--- src/rtl/pc_sequencer.sv ---
// ============================================================================
// Module      : pc_sequencer
// Description : Next-PC selection with call/return stack and fault pulses.
// Revision    : 1.0 - initial release
// ============================================================================
`default_nettype none

module pc_sequencer #(
    parameter int              AW        = 32,
    parameter int              JW        = 26,
    parameter int              RAS_DEPTH = 4,
    parameter logic [AW-1:0]   RESET_VEC = '0,
    parameter logic [AW-1:0]   TRAP_VEC  = '1
) (
    input  logic          clk,
    input  logic          rst,
    input  logic          en,
    input  logic [3:0]    pc_control,
    input  logic [JW-1:0] jump_address,
    input  logic [15:0]   branch_offset,
    input  logic          branch_taken,
    input  logic [AW-1:0] reg_address,
    output logic [AW-1:0] pc,
    output logic [AW-1:0] link_addr,
    output logic          ras_overflow,
    output logic          ras_underflow,
    output logic          misalign,
    output logic          illegal
);

    localparam int         PW           = $clog2(RAS_DEPTH);
    localparam logic [PW:0] c_full_count = (PW+1)'(RAS_DEPTH);

    localparam logic [3:0] c_SEQ    = 4'b0000;
    localparam logic [3:0] c_REG    = 4'b0001;
    localparam logic [3:0] c_JUMP   = 4'b0010;
    localparam logic [3:0] c_BRANCH = 4'b0011;
    localparam logic [3:0] c_CALL   = 4'b0100;
    localparam logic [3:0] c_RET    = 4'b0101;
    localparam logic [3:0] c_HOLD   = 4'b0110;

    logic [AW-1:0] r_ras [RAS_DEPTH];
    logic [PW-1:0] r_top;
    logic [PW:0]   r_count;

    logic [AW-1:0] w_seq;
    logic [AW-1:0] w_reg_target;
    logic [AW-1:0] w_jump_target;
    logic [AW-1:0] w_boff_ext;
    logic [AW-1:0] w_branch_target;
    logic [PW-1:0] w_top_inc;
    logic          w_push;

    assign w_seq           = pc + AW'(4);
    assign w_reg_target    = {reg_address[AW-1:2], 2'b00};
    assign w_boff_ext      = AW'($signed(branch_offset));
    assign w_branch_target = w_seq + (w_boff_ext << 2);
    assign w_top_inc       = r_top + PW'(1);
    assign w_push          = en && !rst && (pc_control == c_CALL);

    generate
        if (JW + 2 == AW) begin : g_full_jump
            assign w_jump_target = {jump_address, 2'b00};
        end else begin : g_part_jump
            assign w_jump_target = {pc[AW-1:JW+2], jump_address, 2'b00};
        end
    endgenerate

    // Entries carry no reset; they are only read while r_count is non-zero.
    always_ff @(posedge clk) begin
        if (w_push) begin
            r_ras[w_top_inc] <= w_seq;
        end
    end

    always_ff @(posedge clk) begin
        if (rst) begin
            pc            <= RESET_VEC;
            link_addr     <= '0;
            r_top         <= '0;
            r_count       <= '0;
            ras_overflow  <= 1'b0;
            ras_underflow <= 1'b0;
            misalign      <= 1'b0;
            illegal       <= 1'b0;
        end else begin
            ras_overflow  <= 1'b0;
            ras_underflow <= 1'b0;
            misalign      <= 1'b0;
            illegal       <= 1'b0;
            if (en) begin
                case (pc_control)
                    c_SEQ:    pc <= w_seq;
                    c_REG: begin
                        pc       <= w_reg_target;
                        misalign <= |reg_address[1:0];
                    end
                    c_JUMP:   pc <= w_jump_target;
                    c_BRANCH: pc <= branch_taken ? w_branch_target : w_seq;
                    c_CALL: begin
                        // A full stack wraps onto its oldest entry; count saturates.
                        pc        <= w_jump_target;
                        link_addr <= w_seq;
                        r_top     <= w_top_inc;
                        if (r_count == c_full_count) begin
                            ras_overflow <= 1'b1;
                        end else begin
                            r_count <= r_count + (PW+1)'(1);
                        end
                    end
                    c_RET: begin
                        if (r_count == '0) begin
                            pc            <= w_reg_target;
                            ras_underflow <= 1'b1;
                        end else begin
                            pc      <= r_ras[r_top];
                            r_top   <= r_top - PW'(1);
                            r_count <= r_count - (PW+1)'(1);
                        end
                    end
                    c_HOLD:   pc <= pc;
                    default: begin
                        pc      <= TRAP_VEC;
                        illegal <= 1'b1;
                    end
                endcase
            end
        end
    end

endmodule

`default_nettype wire
--- config.mk ---
export PLATFORM = sky130hd
export DESIGN_NAME = pc_sequencer
export DESIGN_NICKNAME = d
export VERILOG_FILES = /design/src/rtl/pc_sequencer.sv
export SDC_FILE = /design/constraint.sdc
export NUM_CORES = 1
export LEC_CHECK = 0
export CAP_MARGIN = 10
export CORE_MARGIN = 5
export CORE_UTILIZATION = 30
export DETAILED_ROUTE_END_ITERATION = 6
export GPL_ROUTABILITY_DRIVEN = 1
export MAX_ROUTING_LAYER = met4
export PLACE_DENSITY = 0.54
export SLEW_MARGIN = 40
export SYNTH_ARGS = -nofsm -noshare
export SYNTH_HDL_FRONTEND = slang
export SYNTH_SLANG_ARGS = --single-unit
--- constraint.sdc ---
create_clock -name clk -period 3.75 [get_ports clk]
set_input_delay 0.75 -clock clk [delete_from_list [all_inputs] [get_ports clk]]
set_output_delay 0.75 -clock clk [all_outputs]
set_load 0.02 [all_outputs]
* After elaboration in Yosys (flattened, before gate mapping) *
Memory sizes are Yosys's and may differ from the RTL's. A register that Yosys moved wholly into a read port is not among the register bits.
Index checks and enable logic that the tools add are counted.

word-level totals
  RAM bits = 128
  memories kept = 1
  bits of input ports = 82
  word-level logic and storage cells = 64
  flip-flop bits (word level) = 73

cells by class
  add/sub/neg operators = 6
  bitwise operators = 6
  multiplexer cells = 15
  reduce and logical (&&, ||, !) cells = 18
  equal/unequal tests = 9

memories
  name   words  width  rd ports  clocked after memory_dff  write ports  RTL line  text
  r_ras  4      32     1         1                         1            42        logic [AW-1:0] r_ras [RAS_DEPTH];

operators with widths
  kind                     count
  $pmux W32 S6             1
  $mux W32                 2
  $add A32 B3 Y32 const B  1
  $add A32 B32 Y32         1
  $eq A4 B3 Y1 const B     3
  $reduce_or A3 Y1         3
  $eq A4 B2 Y1 const B     2
  $reduce_or A7 Y1         1
  $mux W2                  3
  $mux W3                  2
  $not A1 Y1               6
  $pmux W3 S2              1
  $reduce_and A3 Y1        2
  $reduce_or A2 Y1         3
  $mux W1                  5
  $eq A4 B1 Y1 const B     1
  $logic_not A4 Y1         1
  $ne A2 B2 Y1 const B     2
  $pmux W2 S2              1
  $reduce_and A2 Y1        2
  $reduce_and A4 Y1        1
  $add A3 B1 Y3 const B    1
  $eq A3 B3 Y1 const B     1
  $logic_not A3 Y1         1
  6 further kinds          7

* Longest topological paths before layout *
  word-level depth = 5
  gate-level depth with buffers = 19
  gate-level depth less buffers = 17

* Worst setup path before layout *
OpenSTA, ideal clock, no wires.

  path kind = register to register
  from = reg pc[2]
  to = reg pc[31]
  path slack = -0.049 ns
  library setup time = 0.134 ns
  cell stages (with the launch flop) = 20
  data required time = 3.616 ns
  clock period less this slack = 3.799 ns
  arrival = 3.665 ns
  path through = dfxtp_1 -> ha_1 -> and3_1 -> and4_1 -> buf_2 -> and3_1 -> nand2_1 -> xor2_1 -> inv_1 -> ha_1 -> and2_1 -> buf_4 -> nand2_1 -> nor3_1 -> o21ai_1 -> a31oi_2 -> a21oi_1 -> or4b_1 -> o2111ai_1 -> a311oi_1

on the way
  word-level cells in the longest chain between the ends = 4

RTL lines
  item                      RTL line  text
  start: declaration        23        output logic [AW-1:0] pc,
  start signal: assignment  93        c_SEQ: pc <= w_seq;
  start signal: assignment  95        pc <= w_reg_target;
  start signal: assignment  98        c_JUMP: pc <= w_jump_target;
  $add A32 B3 Y32           54        assign w_seq = pc + AW'(4);
  net w_seq[20]             46        logic [AW-1:0] w_seq;
  $add A32 B32 Y32          57        assign w_branch_target = w_seq + (w_boff_ext << 2);
  $mux W32                  99        c_BRANCH: pc <= branch_taken ? w_branch_target : w_seq;
  $pmux W32 S6              92        case (pc_control)

The timed path passes the listed nets, and every way through them passes these cells.
A chain may end at the register's enable or synchronous reset.

* Final worst setup path *
  from = reg pc[6]
  to = reg pc[31]

Same word-level chain as after synthesis.

==> results by stage <==
Outcome:
- The run finished with clean final reports.

Critical path:
- The critical path goes through and4_4 -> and3_1 -> and3_2 -> and3_4 -> and3_1 -> xnor2_1 -> inv_1 -> ha_1 -> nand2_1 -> o21ai_1 -> nor2_1 -> o21ai_0 -> a21o_1 -> a21oi_2 -> buf_4 -> buf_4 -> xnor2_1 -> nand3_1 -> a311oi_1.
- The worst endpoint data arrival time is 4.00 ns.
- The nature of the critical path endpoint is a flip-flop.
- STA classifies the critical path startpoint as a flip-flop.
- Along the worst path, the maximum fanout reaches 6.
- The largest stage delay on the critical path is 0.34 ns.
- The slowest cell on the critical path is ha_1.
- Data on the critical path is required at its endpoint by 4.18 ns.
- The worst setup path is of the flip-flop to flip-flop kind.

Clock network:
- The clock tree buffer depth is 3.
- For the worst-skew pair, the clock arrives at the later sink with an insertion delay of 0.52 ns.
- The clock transition at the register clock pins on the worst setup and hold paths after CTS is 0.06 ns.
- The number of clock buffers added by TritonCTS is 24.
- CTS placed an instance of clkbuf_16 at the clock tree root.
- In this run the number of H-tree levels came out at 1.
- The number of hold buffers added after cts is 0.
- The number of sinks driven by the clock tree is 203.
- TritonCTS built the clock tree.

Placement:
- In this run the tool buffered the top-level ports with 149 buffer cells.
- The instance count after placement with tap cells included is 1,563.
- The congestion estimate from routability-driven global placement came to 0.937.
- Once placement finished, the instance area stood at 13,000 um2.
- The HPWL after detailed placement is 25,100 um.

Drt:
- The average routed wire per standard cell is 21.5 um.
- In this run the remaining antenna-violating nets after routing total 0.
- The via total after detailed routing is 8,240.
- Using the TritonRoute via totals, the vias-per-cell ratio works out to 5.11.
- For this run, design rule violations remaining after detail routing come to 0.
- The post-detailed-routing wire length is 34,600 um.
- For this run, the detailed router's first-pass iteration total came to 5.
- The first routing iteration left 500 violations.

Logic synthesis:
- The cell count after synthesis came out at 920.
- After synthesis, the cell types taking the most area are edfxtp_1, dfxtp_1, mux4_2, ha_1, nor2_1.
- The fraction of registers with async set/reset is 0.
- For this run, the leading register cell type out of synthesis is edfxtp_1.
- The synthesized design contains 203 register bits.
- In this run the cell area of the synthesized design comes to 10,400 um2.
- The adder-cell area share of the yosys netlist is 0.0555.
- The part of the Yosys area used for sequential elements is 0.515.
- During synthesis, Yosys emitted a total of 0 warnings.
- The simple logic cell fraction of the synthesized area is 0.128.
- The synthesized design contains 128 enable-type register cells.
- The dominant combinational cell family by area after synthesis is compound AO/OA/AOI/OAI gates.
- The net count of the mapped netlist is 1,046.
- Each instance of the synthesized netlist takes up on average 11.3 um2.
- The synthesized-area fraction occupied by ao, oa, aoi and oai cells is 0.148.
- The xor-xnor portion of the synthesized cell area is 0.0473.
- The share of cell area taken by muxes after synthesis is 0.0714.
- The biggest area contributor in the post-synthesis netlist is edfxtp_1.
- The count of cell types in the netlist is 69.
- The top-area cell type share of the netlist area is 0.370.

Timing:
- For the pin with the worst max-slew slack, the measured transition is 0.777 ns.
- The final hold violation count is 0.
- The post-route fraction of the period consumed by the critical path is 0.950.
- Setup violations remaining at the end of the flow were counted as 0.
- The fmax is 0.281 GHz.
- The final number of max-transition violations came to 0.
- For the finished layout, the period the worst path requires is 3.56 ns.
- The headroom to the max-slew limit is 0.481.
- The clock arrives with 0.0102 ns of skew.

Worst hold path:
- The worst min-delay path category is flip-flop to flip-flop.

Layout:
- The net count of the finished layout is 1,265.
- After filler insertion, the fill cell instance count of the layout stands at 3,337.
- Across the whole layout, storage elements account for 5350 um2.
- Excluding fillers, the count of instances in the completed layout stands at 1,612.
- From synthesis to final layout, the design area changed by 36.7%.
- With fillers left out, the area of the finished cells amounts to 14,200 um2.
- The fraction of final layout cells with drive strength greater than 1 is 0.187.
- The area taken by multi-input logic gates is 4870 um2.
- The number of antenna diodes in the final layout is 0.

Power:
- IR analysis of the VDD net gives a maximum drop of 0.000278 V.
- The cell leakage power is 0.00519 uW.
- The power density over the cells is 444 nW/um2.

Floorplan:
- The area enclosed by the die boundary is 38,400 um2.
- The y dimension of the die is 196 um.
- The number of standard-cell rows in the floorplan is 68.
- The die width is 196 um.
- For this configuration, the core starts out at a cell density of 0.302.
- The core box area is 34,400 um2.
- 150 I/O pins were placed.

Global route:
- For this run, the total global-route usage over all layers was measured as 0.180.
- The global-route wire length before repair is 52,100 um.
- The number of global-route vias before repair is 8,483.
- Global routing finished with a remaining overflow of 0.
- Entering global routing, the biggest net connects 33 pins.
- The initial antenna violation count was 0.

Run:
- The number of max-cap violations is 0.
-- sequential cells by signal, summed over array words and instances, names as in the netlist, 2 cells and up, named ones only --
name	cells
r_top	2
pc	32
r_count	3
link_addr	32
r_ras	128
-- logic make-up (layout without fill, tap and decap cells) --
| logic type | count (synthesis) | count (layout) |
|---|---|---|
| buffers and inverters | 85 | 322 |
| flip-flops | 203 | 203 |
| XOR/XNOR | 56 | 56 |
| AND/OR/NAND/NOR | 276 | 276 |
| multiplexers | 34 | 34 |
| adder cells (fa/ha/maj) | 45 | 45 |
| AO/OA/AOI/OAI | 221 | 221 |
-- critical path, delay by kind of cell, from the launching register on --
kind / cells / cell delay [ns]
buffers and inverters: 3 / 0.40
AND/OR/NAND/NOR: 8 / 1.30
flip-flops: 1 / 0.33
XOR/XNOR: 2 / 0.26
adder cells (fa/ha/maj): 1 / 0.34
AO/OA/AOI/OAI: 5 / 0.84
-- layout make-up --
cell class,instances,area share
Sequential cell,203,0.377
Multi-Input combinational cell,632,0.343
Timing Repair Buffer,243,0.162
Clock buffer,32,0.0488
Tap cell,455,0.0401
Clock inverter,12,0.0188
Inverter,35,0.00926
-- cells in the final DEF (no fill, tap or decap), types with 4 or more instances in the layout --
| cell | count |
|---|---|
| a211oi_1 | 25 |
| a21o_1 | 16 |
| a21oi_1 | 69 |
| a221o_1 | 27 |
| a221oi_1 | 12 |
| a31oi_1 | 4 |
| and2_1 | 7 |
| and3_1 | 9 |
| and3_4 | 4 |
| and4_1 | 4 |
| buf_12 | 9 |
| buf_4 | 85 |
| bufinv_16 | 8 |
| clkbuf_16 | 25 |
| clkbuf_8 | 4 |
| clkdlybuf4s50_1 | 148 |
| dfxtp_1 | 72 |
| edfxtp_1 | 128 |
| ha_1 | 36 |
| ha_4 | 5 |
| inv_1 | 31 |
| mux4_2 | 32 |
| nand2_1 | 45 |
| nand2b_1 | 6 |
| nand3_1 | 18 |
| nand4_1 | 10 |
| nor2_1 | 100 |
| nor2b_1 | 6 |
| nor3_1 | 38 |
| nor4_1 | 4 |
| o21ai_0 | 27 |
| o21ai_1 | 6 |
| xnor2_1 | 29 |
| xor2_1 | 21 |
| xor2_2 | 4 |
-- path summary, 6_finish.rpt --
check	from	to	slack (ns)	cells past startpoint
hold reg to reg	link_addr[1]$_SDFFE_PP0P_	link_addr[1]$_SDFFE_PP0P_	0.46	2
setup reg to reg	pc[6]$_SDFFE_PP0P_	pc[31]$_SDFFE_PP0P_	0.19	19
setup / recovery	pc[6]$_SDFFE_PP0P_	pc[31]$_SDFFE_PP0P_	0.19	19
hold / removal	link_addr[1]$_SDFFE_PP0P_	link_addr[1]$_SDFFE_PP0P_	0.46	2
-- routing by layer --
layer | vias up | GRT usage | share of wire
met5 | - | - | 0
met1 | 4045 | 0.238 | 0.45
li1 | 3928 | - | -
met3 | 48 | 0.0304 | 0.058
met4 | 0 | 0.0334 | 0.016
met2 | 219 | 0.295 | 0.48
-- synthesized netlist by cell type (all sizes together) (2+ instances only) --
library cell,count
nand4,10
a221o,27
dfxtp,75
nand2,47
o2111ai,2
mux4,32
or4b,3
a31oi,6
o31a,2
nor2,103
o31ai,2
a222oi,2
fa,2
o211ai,3
nand3,19
and3,14
inv,34
a221oi,13
or3,2
buf,21
a21o,16
xnor2,31
a211oi,25
clkbuf,29
nand2b,6
o21bai,3
nor3,42
nor4,4
a2111oi,2
o21a,2
and2,8
o21ai,36
a311oi,2
xor2,25
ha,42
a22oi,2
and4,6
nor2b,6
a21oi,70
mux2i,2
edfxtp,128
-- where the power goes --
group          internal [uW]  leakage, uW  switching, uW
logic                    472      0.00295            558
registers               2430      0.00178           44.5
clock network           1840     0.000466            949
-- what timing repair did --
| action | CTS | global route |
|---|---|---|
| setup buffers | 0 | 5 |
| resized for setup | 3 | 36 |
| pin swaps | 1 | 8 |
| endpoints found under the setup margin | 1 | 8 |
-- through the flow --
step | util | total power, uW | hold WS (ns) | setup WS (ns) | setup TNS (ns)
after floorplan | - | 3050 | 0.484 | 0.0235 | 0
after global placement | 0.379 | 3520 | 0.446 | 0.0357 | 0
after detailed placement | 0.379 | 3520 | 0.458 | -0.0258 | -0.0258
after CTS | 0.407 | 6330 | 0.468 | 0.0198 | 0
after global routing | 0.413 | 6550 | 0.476 | -0.0434 | -0.0434
final | 0.413 | 6300 | 0.460 | 0.186 | 0
Note: power is estimated with default switching activity, not from simulation.
